File: src/rtl/a2d_rr_seq.sv
// a2d_rr_seq: round-robin conversion sequencer for the A2D path.
// Each request converts one channel (left load, right load, battery) in a fixed
// rotation. Each conversion uses two 16-bit SPI frames. The first frame selects
// the channel and its reply is discarded. The reply to the second frame holds
// the result.
//
// Ports:
//   clk      in   system clock, rising edge
//   rst      in   asynchronous active-high reset
//   nxt      in   single-cycle conversion request
//   done     in   SPI master frame-complete pulse
//   rd_data  in   SPI receive word, valid while done=1
//   wrt      out  single-cycle pulse starting an SPI frame
//   cmd      out  SPI transmit word {2'b00, chnl, 11'h000}
//   lft_ld   out  latest left load cell result
//   rght_ld  out  latest right load cell result
//   batt     out  latest battery result
//   lft_vld, rght_vld, batt_vld  out  single-cycle update strobes
//   busy     out  high from request acceptance until result capture
module a2d_rr_seq (
  input  logic        clk,
  input  logic        rst,
  input  logic        nxt,
  input  logic        done,
  input  logic [15:0] rd_data,
  output logic        wrt,
  output logic [15:0] cmd,
  output logic [11:0] lft_ld,
  output logic [11:0] rght_ld,
  output logic [11:0] batt,
  output logic        lft_vld,
  output logic        rght_vld,
  output logic        batt_vld,
  output logic        busy
);

  localparam logic [2:0] LFT_CH  = 3'd0;
  localparam logic [2:0] RGHT_CH = 3'd4;
  localparam logic [2:0] BATT_CH = 3'd5;

  typedef enum logic [2:0] {
    IDLE  = 3'd0,
    CMD1  = 3'd1,
    WAIT1 = 3'd2,
    GAP   = 3'd3,
    CMD2  = 3'd4,
    WAIT2 = 3'd5
  } state_t;

  state_t      state_q, state_d;
  logic [1:0]  ptr_q, ptr_d;
  logic        pend_q, pend_d;
  logic        wrt_q, wrt_d;
  logic [15:0] cmd_q, cmd_d;
  logic [11:0] lft_q, lft_d;
  logic [11:0] rght_q, rght_d;
  logic [11:0] batt_q, batt_d;
  logic [2:0]  vld_q, vld_d;     // {batt, rght, lft}
  logic        busy_q, busy_d;

  // Map the rotation pointer to the A2D channel address.
  function automatic logic [2:0] chan_of(input logic [1:0] p);
    logic [2:0] c;
    case (p)
      2'd0:    c = LFT_CH;
      2'd1:    c = RGHT_CH;
      2'd2:    c = BATT_CH;
      default: c = LFT_CH;
    endcase
    return c;
  endfunction

  // Advance the pointer 0->1->2->0. The unused encoding 3 recovers to 0.
  function automatic logic [1:0] ptr_next(input logic [1:0] p);
    logic [1:0] n;
    case (p)
      2'd0:    n = 2'd1;
      2'd1:    n = 2'd2;
      default: n = 2'd0;
    endcase
    return n;
  endfunction

  // Next-state, pending-request and output-register computation.
  always_comb begin
    state_d = state_q;
    ptr_d   = ptr_q;
    wrt_d   = 1'b0;
    cmd_d   = cmd_q;
    lft_d   = lft_q;
    rght_d  = rght_q;
    batt_d  = batt_q;
    vld_d   = 3'b000;
    busy_d  = busy_q;

    // A request that arrives while a conversion is in flight is remembered once.
    // This includes a request in the capture cycle.
    if ((state_q != IDLE) && nxt) begin
      pend_d = 1'b1;
    end else begin
      pend_d = pend_q;
    end

    case (state_q)
      IDLE: begin
        if (nxt || pend_q) begin
          state_d = CMD1;
          pend_d  = 1'b0;
          wrt_d   = 1'b1;
          busy_d  = 1'b1;
          cmd_d   = {2'b00, chan_of(ptr_q), 11'h000};
        end else begin
          state_d = IDLE;
        end
      end
      CMD1: begin
        state_d = WAIT1;
      end
      WAIT1: begin
        if (done) begin
          state_d = GAP;
        end else begin
          state_d = WAIT1;
        end
      end
      GAP: begin
        // The idle cycle lets the SPI master release SS_n before the second frame.
        state_d = CMD2;
        wrt_d   = 1'b1;
      end
      CMD2: begin
        state_d = WAIT2;
      end
      WAIT2: begin
        if (done) begin
          case (ptr_q)
            2'd0: begin
              lft_d = rd_data[11:0];
              vld_d = 3'b001;
            end
            2'd1: begin
              rght_d = rd_data[11:0];
              vld_d  = 3'b010;
            end
            2'd2: begin
              batt_d = rd_data[11:0];
              vld_d  = 3'b100;
            end
            default: begin
              vld_d = 3'b000;
            end
          endcase
          ptr_d   = ptr_next(ptr_q);
          state_d = IDLE;
          busy_d  = 1'b0;
        end else begin
          state_d = WAIT2;
        end
      end
      default: begin
        state_d = IDLE;
        busy_d  = 1'b0;
      end
    endcase
  end

  // State and output registers with asynchronous reset.
  always_ff @(posedge clk or posedge rst) begin
    if (rst) begin
      state_q <= IDLE;
      ptr_q   <= 2'd0;
      pend_q  <= 1'b0;
      wrt_q   <= 1'b0;
      cmd_q   <= 16'h0000;
      lft_q   <= 12'h000;
      rght_q  <= 12'h000;
      batt_q  <= 12'h000;
      vld_q   <= 3'b000;
      busy_q  <= 1'b0;
    end else begin
      state_q <= state_d;
      ptr_q   <= ptr_d;
      pend_q  <= pend_d;
      wrt_q   <= wrt_d;
      cmd_q   <= cmd_d;
      lft_q   <= lft_d;
      rght_q  <= rght_d;
      batt_q  <= batt_d;
      vld_q   <= vld_d;
      busy_q  <= busy_d;
    end
  end

  assign wrt      = wrt_q;
  assign cmd      = cmd_q;
  assign lft_ld   = lft_q;
  assign rght_ld  = rght_q;
  assign batt     = batt_q;
  assign lft_vld  = vld_q[0];
  assign rght_vld = vld_q[1];
  assign batt_vld = vld_q[2];
  assign busy     = busy_q;

endmodule

File: config.mk
export PLATFORM = sky130hd
export DESIGN_NAME = a2d_rr_seq
export DESIGN_NICKNAME = d
export VERILOG_FILES = /design/src/rtl/a2d_rr_seq.sv
export SDC_FILE = /design/constraint.sdc
export NUM_CORES = 1
export LEC_CHECK = 0
export CORE_UTILIZATION = 35
export DETAILED_ROUTE_END_ITERATION = 12
export GPL_TIMING_DRIVEN = 0
export PLACE_DENSITY_LB_ADDON = 0.1
export SLEW_MARGIN = 20
export SYNTH_ARGS = -nofsm -noshare
export SYNTH_HDL_FRONTEND = slang
export SYNTH_SLANG_ARGS = --single-unit
File: constraint.sdc
create_clock -name clk -period 2.2 [get_ports clk]
set_clock_uncertainty 0.05 [all_clocks]
set_input_delay 0.66 -clock clk [delete_from_list [all_inputs] [get_ports clk]]
set_output_delay 0.66 -clock clk [all_outputs]
set_load 0.005 [all_outputs]
Word level (Yosys, flattened, before mapping)

Cells that the tools add are included.

Register bits: 50
Word-level logic and storage cells: 49
Output and inout bits: 57
Input bits: 20

Bitwise operators: 1
Equal/unequal tests: 9
Reductions and logical operators: 12
Muxes and demuxes: 17

Operators by type and width:

| kind                                           | number |
|---|---|
| one-hot mux 3 bit (6 select lines)             | 1 |
| AND reduction 3 bit                            | 4 |
| two-way mux 3 bit                              | 3 |
| one-hot mux 3 bit (3 select lines)             | 1 |
| two-way mux 1 bit                              | 8 |
| == test 3 x 2 -> 1 bit (second input constant) | 2 |
| == test 3 bit (second input constant)          | 2 |
| one-hot mux 3 bit (2 select lines)             | 1 |
| != test 2 bit (second input constant)          | 2 |
| one-hot mux 2 bit (2 select lines)             | 1 |
| AND reduction 2 bit                            | 2 |
| OR reduction 4 bit                             | 1 |
| == test 3 x 1 -> 1 bit (second input constant) | 1 |
| logical NOT 3 bit                              | 1 |
| one-hot mux 1 bit (3 select lines)             | 1 |
| nonzero test 3 bit                             | 1 |
| == test 2 x 1 -> 1 bit (second input constant) | 1 |
| == test 2 bit (second input constant)          | 1 |
| logical NOT 2 bit                              | 1 |
| one-hot mux 1 bit (2 select lines)             | 1 |
| logical AND 1 bit                              | 1 |
| logical OR 1 bit                               | 1 |
| inverter 1 bit                                 | 1 |

Logic depth before layout (Yosys ltp)

Gate-level depths: netlist (run 1).

Depth in word-level cells: 5
Gate-level depth with buffers: 5
Depth with buffers taken out: 4

Least setup slack after synthesis (run 1)

No wires, ideal clock.

Path type: input-to-reg
Start point: input port done
End point: register batt_q[0] (netlist: batt[0])
Data required time: 2.025 ns
Data arrival time: 1.498 ns
Library setup time: 0.125 ns
Setup slack: 0.527 ns
Stages on the path: 5
Cell sequence: and4b_1 > buf_6 > nand2_4 > buf_6 > mux2_4

Word-level cells in the longest chain between the ends: 1

RTL lines:

| element                              | line | RTL |
|---|---|---|
| start: declaration                   | 24   | `input logic done,` |
| AND reduction 3 bit (no source line) | --   |  |
| end signal: assignment               | 188  | `batt_q <= batt_d;` |
| end: declaration                     | 57   | `logic [11:0] batt_q, batt_d;` |

No other way between the ends.
A chain may end at the register's enable or synchronous reset.

Final worst setup path (run 1)

Start point: input port done
End point: register batt_q[4] (netlist: batt[4])

Same word-level chain as after synthesis.

==> results.py, run 1 <==
metrics = {
    "status": {
        "status": "finished, final reports clean",
    },
    "synth": {
        "ys_seq_area_share_pct": 56.71,
        "ys.warnings.count": 0,
        "synth_edf_count": 0,
        "synth_top_area_cell": "dfrtp_1",
        "syn_area_um2": 2162,
        "synth_cells": 141,
        "syn_area_per_cell_um2": 15.33,
        "async_flop_share_pct": 100.0,
        "yosysTopAreaCellShare_pct": 56.71,
        "synth-seq-cells": 49,
        "ys_types": 21,
        "yosys-top-cells-area": "dfrtp_1 57%, mux2_4 19%, mux2_2 5.7%",
        "synth_flop_cell": "dfrtp_1",
    },
    "critical_path": {
        "worstSetupEndpointType": "flip-flop",
        "arrival_ps": 2090,
        "cp.buffers_inverters": 3,
        "cpLargestDelayFamily": "buffers and inverters",
        "path_max_fanout": 10,
        "setup.worst_path.end": "batt[4]",
        "r2r_cells": 5,
        "critPathSlowestCell": "clkdlybuf4s50_1",
        "r2r-end": "batt[4]",
        "crit_chain": "clkdlybuf4s50_1 > and4b_1 > buf_6 > nand2_4 > buf_6 > mux2_4",
        "crit_path_frequent_cell": "buf_6",
        "path_class": "in -> reg",
        "start_kind": "input pin",
        "crit_cells": 6,
        "critPathMaxStageDelay_ps": 500,
        "cp-startpoint": "done",
        "rrSetupSlack_ps": 590,
        "r2r_start": "state_q[1]",
        "cp.required_ps": 2330,
    },
    "place": {
        "gp_congestion": 0.7010,
        "post-dp-hpwl_mm": 3.049,
        "dpl_cell_area_um2": 2905,
        "place_ws_ps": -67.20,
        "port_buffers": 58,
    },
    "clock_network": {
        "cts_buffers": 5,
        "hold_buffers": 0,
        "htreeDepth": 2,
        "cts_resized": 0,
        "cts_tree": "yes",
        "clk_pin_slew_ps": 90,
        "cts_buffer_depth": 2,
        "cts.sinks": 49,
        "clock_latency_ps": 290,
        "ctsRootBufferMaster": "clkbuf_8",
        "post_cts_buffers": 0,
    },
    "sta": {
        "hold_viol_final": 0,
        "worst_slack_ps": 241.7,
        "max-slew-margin-rel_pct": 60.84,
        "fmax_mhz": 510.6,
        "finalCriticalPeriod_ps": 1958,
        "rsz0062_at_grt": "false",
        "drv_slew": 0,
        "setup_tns_ps": 0,
        "worst_pin_slew_ps": 581.3,
        "setup_violations": 0,
        "final.period_utilization_pct": 89.02,
    },
    "floorplan": {
        "core_area_um2": 5956,
        "rows": 28,
        "die_w_um": 80.60,
        "io_pins": 77,
        "dieArea_um2": 6496,
        "die_y_um": 80.60,
        "initial_utilization_pct": 36.30,
    },
    "grt": {
        "grt_overflow_total": 0,
        "grtUsageTotal_pct": 13.96,
        "grt_max_degree": 32,
        "grt_pass1_wl_mm": 6.624,
        "antenna_found_initial": 0,
        "grt_pass1_vias": 1319,
    },
    "power_and_ir_drop": {
        "p_int_mw": 2.522,
        "swShare_pct": 27.48,
        "seq_power_share_pct": 43.4,
        "finalPower_mw": 3.478,
        "p_comb_share_pct": 41.9,
        "vdd_drop_max_mv": 0.4587,
        "pwr-share-clk_pct": 14.7,
        "p_sw_uw": 955.5,
        "leakagePower_nw": 1.538,
        "powerDensity_nw_per_um2": 1162,
    },
    "route": {
        "routedWlPerCell_um": 14.41,
        "drc_errors": 0,
        "wl_met1_mm": 1.887,
        "drt_iter0_drc": 50,
        "firstDrtPassIters": 2,
        "wl_mm": 4.264,
        "top_layer_used": "met4",
        "routed-via-count": 1293,
        "ant_nets": 0,
        "dr_wl_met3_um": 285,
        "vias_per_cell": 4.368,
        "met2_length_mm": 2.050,
    },
    "layout": {
        "fin_util_pct": 50.23,
        "nets": 246,
        "layout-drive-gt1-share_pct": 33.03,
        "diodes": 0,
        "final_area_um2": 2992,
        "synthToLayoutAreaGrowth_pct": 38.37,
    },
    "min_path": {
        "worstHoldPathCells": 1,
        "min_path_type": "reg -> reg",
    },
    "job": {
        "maxCapViolations": 0,
    },
}
## worst min path at each step
stage / endpoint / slack, ps / start
floorplan: state_q[1] / 410 / state_q[2]
global placement: busy / 420 / busy
detailed placement: busy / 430 / busy
CTS: busy / 450 / busy
global route: busy / 470 / busy
finish: busy / 450 / busy
## worst register-to-register path, stage by stage, from the launching register on
cell and delay (ps):
dfrtp_1 450, and4b_1 290, buf_6 150, nand2_4 80
buf_6 170, mux2_4 310
## final cells by class
cell class	count	area [um^2]
fillers	513	2964
plain buffers	18	150.1
inverters	4	15.01
repair buffers	59	600.6
clock buffers	5	68.82
well taps	75	93.84
flip-flops and latches	49	1226
multi-input cells	83	819.5
clock inverters	3	17.52
## cells in the final DEF (no fill, tap or decap), types with 2 or more instances in the layout
master,n
and2_2,3
buf_4,14
buf_6,4
clkbuf_8,5
clkdlybuf4s50_1,58
clkinv_2,2
conb_1,14
dfrtp_1,49
ha_1,6
inv_1,3
mux2_2,11
mux2_4,27
nand2_1,3
nand2_4,3
nor2_1,3
o21ai_0,5
## state kept, by name (all words and copies together), names as in the netlist
register,count
batt,12
busy,1
cmd,2
lft_ld,12
pend_q,1
ptr_q,2
rght_ld,12
state_q,3
vld_q,3
wrt,1
## through the flow
stage	hold WS (ps)	std cells
finish	449.6	296
global route	472.7	296
CTS	453.4	296
detailed placement	432.8	288
global placement	423.5	287
floorplan	414.9	154
## metal layers
metal	vias up	track usage, %
met3	5	4.205
met2	48	23.56
met5	-	0
li1	599	-
met1	641	17.07
met4	0	4.107
## cells in the mapped netlist, types with 3 or more instances
cell type and number:
inv_1 4, o21ai_0 5, ha_1 6, mux2_2 11, buf_6 4, nor2_1 3, mux2_4 27, and2_2 3
nand2_1 3, buf_4 14, dfrtp_1 49, nand2_4 3
## power by group through the flow
stage | Sequential, mW | Clock [mW] | Combinational, mW
final | 1.51 | 0.510 | 1.46
after global routing | 1.56 | 0.578 | 1.57
after CTS | 1.51 | 0.532 | 1.48
after detailed placement | 1.52 | 0 | 1.47
after global placement | 1.49 | 0 | 1.44
after floorplan | 1.51 | 0 | 0.662
## kinds of logic after synthesis
logic type,synth area share [%]
other,0.1734
xor gates and xnor gates,0.4052
buffers and inverters,7.639
AOI/OAI and AO/OA,1.851
and+or+nand+nor,5.266
adders and majority gates,3.472
DFF,56.71
muxes,24.48
Note: power is estimated with default switching activity, not from simulation.
==> run 2: changes to the inputs <==
==> constraint.sdc (replaced) <==
create_clock -name clk -period 2.2 [get_ports clk]
set_clock_uncertainty 0.05 [all_clocks]
set_input_delay 0.66 -clock clk [delete_from_list [all_inputs] [get_ports clk]]
set_output_delay 0.66 -clock clk [all_outputs]
set_load 0.1 [all_outputs]
==> run 2 against run 1 <==
  * Routed wire length increased by 0.56%
  * Critical path type unchanged
  * Critical path depth unchanged
  * Non-clock buffer count unchanged
  * Die area unchanged
  * Final area down 1.1%
  * Hold slack got worse by 1.7 ps
  * Sequential share of layout area grew 0.47 points
  * Core utilization shrank 0.57 points
  * Clock-buffer cell count unchanged
  * Flip-flop and latch count is the same
==> results.py, run 2 (same netlist as run 1, synthesis figures left out) <==
metrics = {
    "route": {
        "firstDrtPassIters": 2,
        "routed-via-count": 1292,
        "routedWlPerCell_um": 14.49,
        "drc_errors": 0,
        "vias_per_cell": 4.365,
        "drt_iter0_drc": 73,
        "ant_nets": 0,
        "wl_mm": 4.288,
    },
    "min_path": {
        "worstHoldPathCells": 1,
        "whs_endpoint": "busy",
        "hp-start": "busy",
        "min_path_type": "reg -> reg",
    },
    "critical_path": {
        "rrSetupSlack_ps": 590,
        "crit_chain": "clkdlybuf4s50_1 > and4b_1 > buf_6 > nand2_4 > buf_6 > mux2_4",
        "worstSetupEndpointType": "flip-flop",
        "start_kind": "input pin",
        "cp.buffers_inverters": 3,
        "critPathSlowestCell": "clkdlybuf4s50_1",
        "path_class": "in -> reg",
        "path_max_fanout": 10,
        "crit_path_frequent_cell": "buf_6",
        "r2r-end": "rght_ld[2]",
        "r2r_cells": 5,
        "cpLargestDelayFamily": "buffers and inverters",
        "arrival_ps": 2090,
        "r2r_start": "state_q[1]",
        "critPathMaxStageDelay_ps": 500,
        "cp.required_ps": 2330,
    },
    "sta": {
        "fmax_mhz": 510.6,
        "rsz0062_at_grt": "false",
        "hold_viol_final": 0,
        "whs_ps": 447.9,
        "final.period_utilization_pct": 89.02,
        "worst_slack_ps": 241.6,
        "setup_violations": 0,
        "max-slew-margin-rel_pct": 60.84,
        "drv_slew": 0,
        "finalCriticalPeriod_ps": 1958,
        "worst_pin_slew_ps": 581.3,
    },
    "floorplan": {
        "initial_utilization_pct": 36.30,
        "die_w_um": 80.60,
        "core_area_um2": 5956,
        "dieArea_um2": 6496,
        "io_pins": 77,
        "die_y_um": 80.60,
        "rows": 28,
    },
    "clock_network": {
        "ctsRootBufferMaster": "clkbuf_8",
        "clock_latency_ps": 290,
        "htreeDepth": 2,
        "cts_buffer_depth": 2,
        "cts.sinks": 49,
        "post_cts_buffers": 0,
        "cts_buffers": 5,
        "cts_resized": 112,
        "clk_pin_slew_ps": 90,
        "cts_tree": "yes",
        "hold_buffers": 0,
    },
    "grt": {
        "grt_overflow_total": 0,
        "grt_pass1_wl_mm": 6.672,
        "grt_pass1_vias": 1313,
        "grt_max_degree": 32,
        "grtUsageTotal_pct": 14.06,
        "antenna_found_initial": 0,
    },
    "layout": {
        "layout-drive-gt1-share_pct": 52.49,
        "nets": 246,
        "synthToLayoutAreaGrowth_pct": 36.81,
        "diodes": 0,
        "layout_common_cells": "49 x dfrtp_1, 29 x clkdlybuf4s15_2, 27 x mux2_4",
        "mostFrequentLayoutCell": "dfrtp_1",
    },
    "place": {
        "post-dp-hpwl_mm": 3.049,
        "port_buffers": 58,
        "place_ws_ps": -67.20,
        "gp_congestion": 0.7010,
    },
    "status": {
        "status": "finished, final reports clean",
    },
    "job": {
        "maxCapViolations": 0,
    },
}
## run 2: stage by stage
stage | setup TNS (ps) | util [%] | area, um^2 | cells
2_1_floorplan | 0 | - | 2211 | 154
3_3_place_gp | -28270 | 48.45 | 2885 | 287
3_5_place_dp | -1616 | 48.78 | 2905 | 288
4_1_cts | 0 | 50.78 | 3024 | 296
5_1_grt | 0 | 49.66 | 2958 | 296
6_report | 0 | 49.66 | 2958 | 296
## run 2: area by class of cell
cell class              count  area [um^2]
well taps                  75        93.84
clock buffers               5        68.82
multi-input cells          83        819.5
flip-flops and latches     49         1226
clock inverters             3        17.52
inverters                   4        15.01
plain buffers              18        150.1
fillers                   522         2998
repair buffers             59        566.8
## run 2: layer usage
layer  up-vias  part of all wire [%]  global-route usage (%)
li1        601                     -                       -
met1       638                    44                   17.22
met2        48                    48                   23.73
met3         5                   6.6                   4.205
met4         0                  0.96                   4.107
met5         -                     0                       0
## run 2: worst register-to-register path: cells and delay by family, from the launching register on
kind,cells,cell delay (ps)
and+or+nand+nor,2,370
buffers and inverters,2,320
DFF,1,450
muxes,1,310
## run 2: worst max-delay path by stage
stage	startpoint	endpoint	slack (ps)	depth (start not counted)
floorplan	rst	batt[0]	320	1
global placement	rst	rght_ld[7]	-550	2
detailed placement	done	batt[4]	-70	6
CTS	lft_ld[6]	lft_ld[6]	1	1
global route	rght_ld[3]	rght_ld[3]	200	1
finish	done	rght_ld[2]	240	6
Power of run 2 is left out: the tool's default activity adds up to more than one toggle a clock period on the data nets, which glitch-free logic cannot reach.
==> run 3: changes to the inputs <==
MAX_ROUTING_LAYER = met4   (was default)
SLEW_MARGIN = 40   (was 20)
==> run 3 against run 2 <==
  * Clock-buffer cell count is the same
  * Maximum frequency grew 0.64%
  * Critical path type unchanged
  * Global-route usage shrank 0.18 points
==> results.py, run 3 (same netlist as run 1, synthesis figures left out) <==
metrics = {
    "sta": {
        "max-slew-margin-rel_pct": 58.98,
        "final.period_utilization_pct": 88.45,
        "hold_viol_final": 0,
        "setup_violations": 0,
        "rsz0062_at_grt": "false",
        "fmax_mhz": 513.9,
        "worst_pin_slew_ps": 608.8,
        "finalCriticalPeriod_ps": 1946,
        "drv_slew": 0,
    },
    "critical_path": {
        "cp.required_ps": 2340,
        "path_class": "in -> reg",
        "worstSetupEndpointType": "flip-flop",
        "path_max_fanout": 10,
        "arrival_ps": 2080,
        "start_kind": "input pin",
    },
    "layout": {
        "nets": 246,
        "synthToLayoutAreaGrowth_pct": 30.73,
        "diodes": 0,
        "layout_common_cells": "49 x dfrtp_1, 43 x buf_2, 27 x mux2_4",
        "layout-drive-gt1-share_pct": 52.49,
        "mostFrequentLayoutCell": "dfrtp_1",
        "final_area_um2": 2826,
    },
    "route": {
        "ant_nets": 0,
        "firstDrtPassIters": 4,
        "routed-via-count": 1275,
        "drt_iter0_drc": 46,
        "wl_mm": 4.185,
        "drc_errors": 0,
        "routedWlPerCell_um": 14.14,
        "vias_per_cell": 4.307,
    },
    "clock_network": {
        "clk_pin_slew_ps": 90,
        "cts_tree": "yes",
        "cts.sinks": 49,
        "htreeDepth": 2,
        "clock_latency_ps": 290,
        "cts_buffers": 5,
        "post_cts_buffers": 0,
        "cts_buffer_depth": 2,
        "cts_resized": 0,
        "hold_buffers": 0,
        "ctsRootBufferMaster": "clkbuf_8",
    },
    "job": {
        "maxCapViolations": 0,
    },
    "floorplan": {
        "die_y_um": 80.60,
        "rows": 28,
        "io_pins": 77,
        "dieArea_um2": 6496,
        "die_w_um": 80.60,
        "core_area_um2": 5956,
        "initial_utilization_pct": 36.30,
    },
    "status": {
        "status": "finished, final reports clean",
    },
    "place": {
        "post-dp-hpwl_mm": 3.018,
        "gp_congestion": 0.7087,
        "dpl_cell_area_um2": 2693,
        "port_buffers": 58,
    },
    "grt": {
        "grtUsageTotal_pct": 13.88,
        "grt_pass1_wl_mm": 6.465,
        "grt_pass1_vias": 1252,
        "grt_overflow_total": 0,
        "antenna_found_initial": 0,
        "grt_max_degree": 32,
    },
    "min_path": {
        "min_path_type": "reg -> reg",
    },
}
[run 3: cell types whose count changed in the layout (fill, tap and decap cells not counted), sizes merged]
| cell | before | now |
|---|---|---|
| clkdlybuf4s15 | 29 | 0 |
| clkinvlp | 1 | 0 |
| bufinv | 0 | 2 |
| clkbuf | 19 | 5 |
| buf | 19 | 62 |
| clkinv | 2 | 1 |
[run 3: layer usage]
metal  share of wire, %  vias up  track usage (%)
li1                   -      595                -
met1                 43      617            16.95
met2                 48       55            21.95
met3                7.7        8            4.091
met4                1.3        0            4.643
met5                  0        -                -
[run 3: worst paths after layout]
check,startpoint,end,slack [ps],depth (start not counted)
max,done,rght_ld[2],250,6
min,busy,busy,440,1
max reg2reg,state_q[1],rght_ld[2],600,5
min reg2reg,busy,busy,440,1
max in group asynchronous,rst,batt[11],1060,3
min in group asynchronous,rst,state_q[2],600,2
[run 3: worst max-delay path: stages]
cell and delay, ps:
clkdlybuf4s50_1 490, and4b_1 220, buf_6 150, nand2_4 80, buf_6 170, mux2_4 300
[run 3: final cells by class]
cell class / instances / area (um^2)
Buffer: 18 / 150.1
Clock buffer: 5 / 68.82
Clock inverter: 3 / 65.06
Fill cell: 553 / 3129
Inverter: 4 / 17.52
Multi-Input combinational cell: 83 / 819.5
Sequential cell: 49 / 1226
Tap cell: 75 / 93.84
Timing Repair Buffer: 59 / 385.4
[run 3: stage by stage]
| stage | setup WS (ps) | hold WS (ps) | cells | util, % | TNS [ps] |
|---|---|---|---|---|---|
| detailed placement | -62.26 | 433.6 | 288 | 45.21 | -1451 |
| floorplan | 317.2 | 414.9 | 154 | - | 0 |
| global route | 211.3 | 460.0 | 296 | 47.46 | 0 |
| CTS | 256.4 | 452.9 | 296 | 47.46 | 0 |
| global placement | -549.1 | 423.5 | 287 | 48.45 | -28270 |
| finish | 254.1 | 443.9 | 296 | 47.46 | 0 |
Power of run 3 is left out for the same reason.
